**config.mk**
```make
export PLATFORM = sky130hd
export DESIGN_NAME = count_tick_gen
export DESIGN_NICKNAME = d
export VERILOG_FILES = /design/src/rtl/count_tick_gen.sv
export SDC_FILE = /design/constraint.sdc
export NUM_CORES = 1
export LEC_CHECK = 0
export BUFFER_PORTS_ARGS = -buffer_cell sky130_fd_sc_hd__buf_2
export CAP_MARGIN = 15
export CORE_MARGIN = 2
export CORE_UTILIZATION = 55
export CTS_CLUSTER_SIZE = 25
export DETAILED_ROUTE_END_ITERATION = 10
export GPL_ROUTABILITY_DRIVEN = 0
export GPL_TIMING_DRIVEN = 0
export MAX_ROUTING_LAYER = met4
export PLACE_DENSITY = 0.8
export SLEW_MARGIN = 40
export SYNTH_ARGS = -nofsm -noshare
export SYNTH_HDL_FRONTEND = slang
export SYNTH_SLANG_ARGS = --single-unit
export TNS_END_PERCENT = 50
```
**constraint.sdc**
```tcl
create_clock -name PIN_Y2 -period 2.09 [get_ports PIN_Y2]
set_input_delay 0.3135 -clock PIN_Y2 [delete_from_list [all_inputs] [get_ports PIN_Y2]]
set_output_delay 0.3135 -clock PIN_Y2 [all_outputs]
set_load 0.1 [all_outputs]
```
**src/rtl/count_tick_gen.sv**
```systemverilog
`default_nettype none
// ============================================================================
//  Module   : count_tick_gen (with helper count_tick_deb)
//  Purpose  : Count-enable generator for the automatic counter. A prescaler
//             divides the board clock into a one-cycle `tick` every DIV
//             cycles while running. A debounced press of KEY_3 toggles
//             between running and paused. The prescaler holds while paused,
//             so a resume continues the partial period.
//  Ports    : PIN_Y2      in  system clock (rising edge)
//             SW17        in  synchronous active-high reset
//             KEY_3       in  raw run/pause button, active-low, asynchronous
//             KEY_2       in  raw step button, active-low (step build only)
//             tick        out one-cycle count enable
//             running     out 1 = auto-counting, 0 = paused
//             key_pressed out one-cycle pulse per debounced KEY_3 press
//  Config   : define COUNT_TICK_STEP_EN to add KEY_2 single-step while paused
//  Revision : 1.0  initial release
// ============================================================================

// ----------------------------------------------------------------------------
//  count_tick_deb: 2-flop synchronizer plus stability-window debouncer.
//  press_o is a registered pulse in the cycle the debounced level falls.
//  Ports: clk_i, rst_i, key_n_i (raw, active-low), press_o
// ----------------------------------------------------------------------------
module count_tick_deb #(
  parameter int DEB_CYC = 1_000_000
) (
  input  logic clk_i,
  input  logic rst_i,
  input  logic key_n_i,
  output logic press_o
);

  localparam int DW = $clog2(DEB_CYC + 1);
  localparam logic [DW-1:0] c_dcnt_last = DW'(DEB_CYC - 1);

  logic          s1_q;
  logic          s2_q;
  logic          deb_q;
  logic          press_q;
  logic [DW-1:0] dcnt_q;

  always_ff @(posedge clk_i) begin
    if (rst_i) begin
      s1_q    <= 1'b1;
      s2_q    <= 1'b1;
      deb_q   <= 1'b1;
      dcnt_q  <= '0;
      press_q <= 1'b0;
    end else begin
      s1_q    <= key_n_i;
      s2_q    <= s1_q;
      press_q <= 1'b0;
      if (s2_q == deb_q) begin
        // Any return to the accepted level restarts the window.
        dcnt_q <= '0;
      end else if (dcnt_q == c_dcnt_last) begin
        deb_q   <= s2_q;
        dcnt_q  <= '0;
        // Pulse only on the released->pressed (1->0) change.
        press_q <= deb_q;
      end else begin
        dcnt_q <= dcnt_q + 1'b1;
      end
    end
  end

  assign press_o = press_q;

endmodule

// ----------------------------------------------------------------------------
//  count_tick_gen: top level
// ----------------------------------------------------------------------------
module count_tick_gen #(
  parameter int DIV     = 50_000_000,
  parameter int DEB_CYC = 1_000_000
) (
  input  logic PIN_Y2,
  input  logic SW17,
  input  logic KEY_3,
`ifdef COUNT_TICK_STEP_EN
  input  logic KEY_2,
`endif
  output logic tick,
  output logic running,
  output logic key_pressed
);

  localparam int PW = $clog2(DIV);
  localparam logic [PW-1:0] c_pcnt_last = PW'(DIV - 1);

  logic [PW-1:0] pcnt_q;
  logic [PW-1:0] pcnt_d;
  logic          tick_q;
  logic          tick_d;
  logic          running_q;
  logic          running_d;
  logic          w_run_press;
  logic          w_step_press;
  logic          w_wrap;

  count_tick_deb #(.DEB_CYC(DEB_CYC)) u_deb_run (
    .clk_i   (PIN_Y2),
    .rst_i   (SW17),
    .key_n_i (KEY_3),
    .press_o (w_run_press)
  );

`ifdef COUNT_TICK_STEP_EN
  count_tick_deb #(.DEB_CYC(DEB_CYC)) u_deb_step (
    .clk_i   (PIN_Y2),
    .rst_i   (SW17),
    .key_n_i (KEY_2),
    .press_o (w_step_press)
  );
`else
  assign w_step_press = 1'b0;
`endif

  assign w_wrap = (pcnt_q == c_pcnt_last);

  always_comb begin
    pcnt_d    = pcnt_q;
    running_d = running_q ^ w_run_press;
    // Decisions use the pre-edge running flag, so a wrap that coincides
    // with a pause still issues its tick.
    tick_d    = running_q & w_wrap;
    if (running_q) begin
      pcnt_d = w_wrap ? '0 : pcnt_q + 1'b1;
    end
`ifdef COUNT_TICK_STEP_EN
    // Step presses only count while paused; pcnt is left untouched.
    tick_d = tick_d | (~running_q & w_step_press);
`else
    tick_d = tick_d | (w_step_press & 1'b0);
`endif
  end

  always_ff @(posedge PIN_Y2) begin
    if (SW17) begin
      pcnt_q    <= '0;
      tick_q    <= 1'b0;
      running_q <= 1'b1;
    end else begin
      pcnt_q    <= pcnt_d;
      tick_q    <= tick_d;
      running_q <= running_d;
    end
  end

  assign tick        = tick_q;
  assign running     = running_q;
  assign key_pressed = w_run_press;

endmodule
`default_nettype wire

```
==> run_results.csv <==
group,metric,value,unit
place,detailed_place_hpwl,3275,um
logic_synthesis,yosys_warnings,0,
logic_synthesis,synthAdderAreaFrac,0.01559,
clocking,clk_root_buffer_cell,"clkbuf_8",
drt,routedWlPerCell,14.04,um
status,run_status,"finished, final reports clean",
grt,gr-usage-all-layers,0.2193,
logic_synthesis,yosys-top-cells-count,"dfxtp_1, nor2_1, a21oi_1",
logic_synthesis,syn-cell-area,2407,um^2
pwr,pwr_total,1.728,mW
timing,timing_worst_slew_pin_value,0.4874,ns
logic_synthesis,top_cells_by_area_synth,"dfxtp_1, or4_1, xor2_1",
critical_path,cp.arrival,2.25,ns
cells_and_area,ff_latch_area,1060,um^2
grt,antenna_found_initial,0,
die,core,4294,um^2
critical_path,worstPathCellList,"or4_1 > or4_4 > o211ai_1 > buf_4 > buf_4 > nor2_1",
critical_path,critPathSlowestCell,"or4_1",
die,io_pins,6,
logic_synthesis,synth_sequential_area_ratio,0.4324,
cells_and_area,final_util,0.6230,
logic_synthesis,synth_top_family_by_area,"simple AND/OR/NAND/NOR gates",
critical_path,timing.rr.end,"u_deb_run.dcnt_q[0]",
timing,timing.fmax,487.0,MHz
critical_path,crit-reg2reg-launch,"u_deb_run.dcnt_q[8]",
die,rows,24,
drt,vias,2006,
place,dp_slack,-0.1620,ns
cells_and_area,multi_input_comb_area,1303,um^2
cells_and_area,fillers,375,
drt,initialDrtViolationCount,180,
pwr,power.density_cell_area,646.0,nW/um^2
logic_synthesis,yosysMostFrequentCell,"dfxtp_1",
min_path,holdPathStages,2,
clocking,cts.clk_slew.worst_paths,0.09,ns
critical_path,largest_stage_delay_on_the_critical_path,0.53,ns
logic_synthesis,syn_nets,280,
timing,final.min_clock_period,2.053,ns
cells_and_area,n_antenna_cell,0,
die,die_width,70.16,um
logic_synthesis,synth_edf_count,0,
min_path,timing.hold.worst_endpoint,"u_deb_run.s1_q",
clocking,clock_sinks,52,
drt,detailed_route_wl,4788,um
logic_synthesis,synth_xor_xnor_area_share,0.09096,
drt,detail-route-antenna-nets,0,
place,io_buffer_count,5,
critical_path,worst_path_most_repeated_cell,"buf_4",
grt,globalRoute.totalOverflow,0,
logic_synthesis,synth.area.mux_share,0.004158,
logic_synthesis,yosys.cell_types.count,35,
die,floorplan.initialDensity,0.5606,
cells_and_area,net_count_final,294,
logic_synthesis,synth_flop_cell,"dfxtp_1",
clocking,cts_buffers,5,
timing,finalSetupViolations,0,
timing,timing.max_slew.rel_slack,0.6773,
pwr,p_leak,0.8627,nW
die,die_y,70.16,um
timing,layout_setup_ws,0.03657,ns
logic_synthesis,syn_inst,274,
drt,first_pass_iters,4,
min_path,hp-class,"input pin to register",
logic_synthesis,synth_async_sr_flop_share,0,
logic_synthesis,netlist.area_leader.share,0.4324,
timing,post-route-period-util,0.9825,
clocking,number_of_hold_repair_buffers_added_at_the_cts_stage,0,
pwr,worst_ir_drop_vdd,0.0004157,V
timing,final.setup_skew,0.01117,ns
clocking,tritoncts_clock_tree,"built",
critical_path,reg2regPathDepth,6,
drt,drc_errors,0,
critical_path,setup.worst_path.end_class,"register",
logic_synthesis,synth_compound_area_frac,0.1055,
grt,grt_pass1_wl,8473,um
logic_synthesis,synthDominantAreaCellType,"dfxtp_1",
critical_path,setup.worst_path.start_class,"register",
logic_synthesis,synth.ff_latch_count,52,
grt,grt_max_degree,16,
logic_synthesis,syn-mean-instance-area,8.786,um^2
critical_path,r2r_setup_slack,0.04,ns
timing,unrepaired_setup_endpoints_after_global_routing,"true",
clocking,clock_path_buffers,2,
clocking,cts.htree.levels,2,
min_path,holdCritStartpoint,"KEY_3",
grt,grt_pass1_vias,1973,
job,cap_violations,0,
drt,via_cell_ratio,5.883,
cells_and_area,layout-drive-gt1-share,0.1661,
timing,hold_violations,0,
clocking,clk_latency,0.31,ns
die,fp.dieArea,4922,um^2
timing,setup_total_negative_slack,0,ns
critical_path,path_max_fanout,5,
cells_and_area,layout-area-overhead-vs-synth,11.12,%
logic_synthesis,synth-simple-area-share,0.3129,
critical_path,critical_path_required_time,2.29,ns
critical_path,criticalPathCategory,"register to register",
timing,final_max_slew_viol_count,0,
per-layer routing:
metal  wire length [um]  part of all wire  GRT usage
met1               2201              0.46     0.2557
met2               2318              0.48     0.3651
met3                186             0.039    0.05483
met4                 82             0.017    0.08333
met5                  0                 0          -
layout make-up:
cell class              count  area share
plain buffers              10     0.02572
inverters                   7    0.009822
clock buffers               6     0.02713
flip-flops and latches     52      0.3962
clock inverters             2     0.01310
multi-input cells         204      0.4869
well taps                  52     0.02432
repair buffers              8     0.01684
cell usage in the layout (no fill, tap or decap), types with 3 or more instances in the layout:
cell      Yosys  layout
o31ai_1      11      11
nand2_1      18      18
or3_1        10      10
and4_1        5       5
o21ai_0      10      10
inv_1         7       7
buf_4         1       5
nand4_1      15      15
clkbuf_8      0       5
dfxtp_1      52      39
or4_1        17      16
nand3_1      15      14
a21oi_1      20      20
xor2_1       14      14
nor3_1        4       4
ha_1          3       3
xnor2_1      11      11
buf_2         4       9
dfxtp_2       0      12
nor2_1       28      28
and3_1        4       4
worst max-delay path by stage:
stage                   startpoint                    to  slack, ns  depth (start not counted)
2_1_floorplan              running            pcnt_q[10]       0.14                          6
3_3_place_gp             pcnt_q[0]             pcnt_q[2]      -0.14                          6
3_5_place_dp             pcnt_q[0]             pcnt_q[7]      -0.16                          6
4_1_cts        u_deb_run.dcnt_q[8]  u_deb_run.dcnt_q[14]      0.003                          5
5_1_grt        u_deb_run.dcnt_q[6]   u_deb_run.dcnt_q[0]      -0.03                          6
6_report       u_deb_run.dcnt_q[8]   u_deb_run.dcnt_q[0]       0.04                          6
worst max-delay path, delay by kind of cell (launching register included):
family	cells	cell delay (ns)
flops	1	0.35
simple gates	3	1.02
buf+inv	2	0.30
compound gates	1	0.28
kinds of logic after synthesis:
logic type | Yosys count
AOI/OAI and AO/OA | 44
xor gates and xnor gates | 25
adders and majority gates | 3
buffers and inverters | 18
DFF | 52
muxes | 1
and+or+nand+nor | 131
metrics by stage:
stage	hold WS, ns	std cells	cell area, um^2
after floorplan	0.3826	274	2411
after global placement	0.3977	331	2501
after detailed placement	0.3976	331	2501
after CTS	0.1781	341	2641
after global routing	0.1848	341	2675
final	0.1842	341	2675
where the power goes:
part           internal (mW)  total (mW)  switching (mW)
clock                  0.356       0.682           0.327
combinational         0.0165      0.0417          0.0252
sequential             0.996        1.00         0.00801
state kept, by name, indices dropped and copies added, names as in the netlist:
register / count
tick: 1
running: 1
u_deb_run.dcnt_q: 20
u_deb_run.press_o: 1
u_deb_run.s1_q: 1
u_deb_run.deb_q: 1
pcnt_q: 26
u_deb_run.s2_q: 1
repair_timing:
action                                 in CTS  in global routing
gates resized for setup                     6                 17
setup endpoints to repair                  30                 40
cloned                                      1                  0
setup buffers                               1                  1
pin swaps                                   2                  3
endpoints found under the hold margin       0                  0
Note: power is estimated with default switching activity, not from simulation.
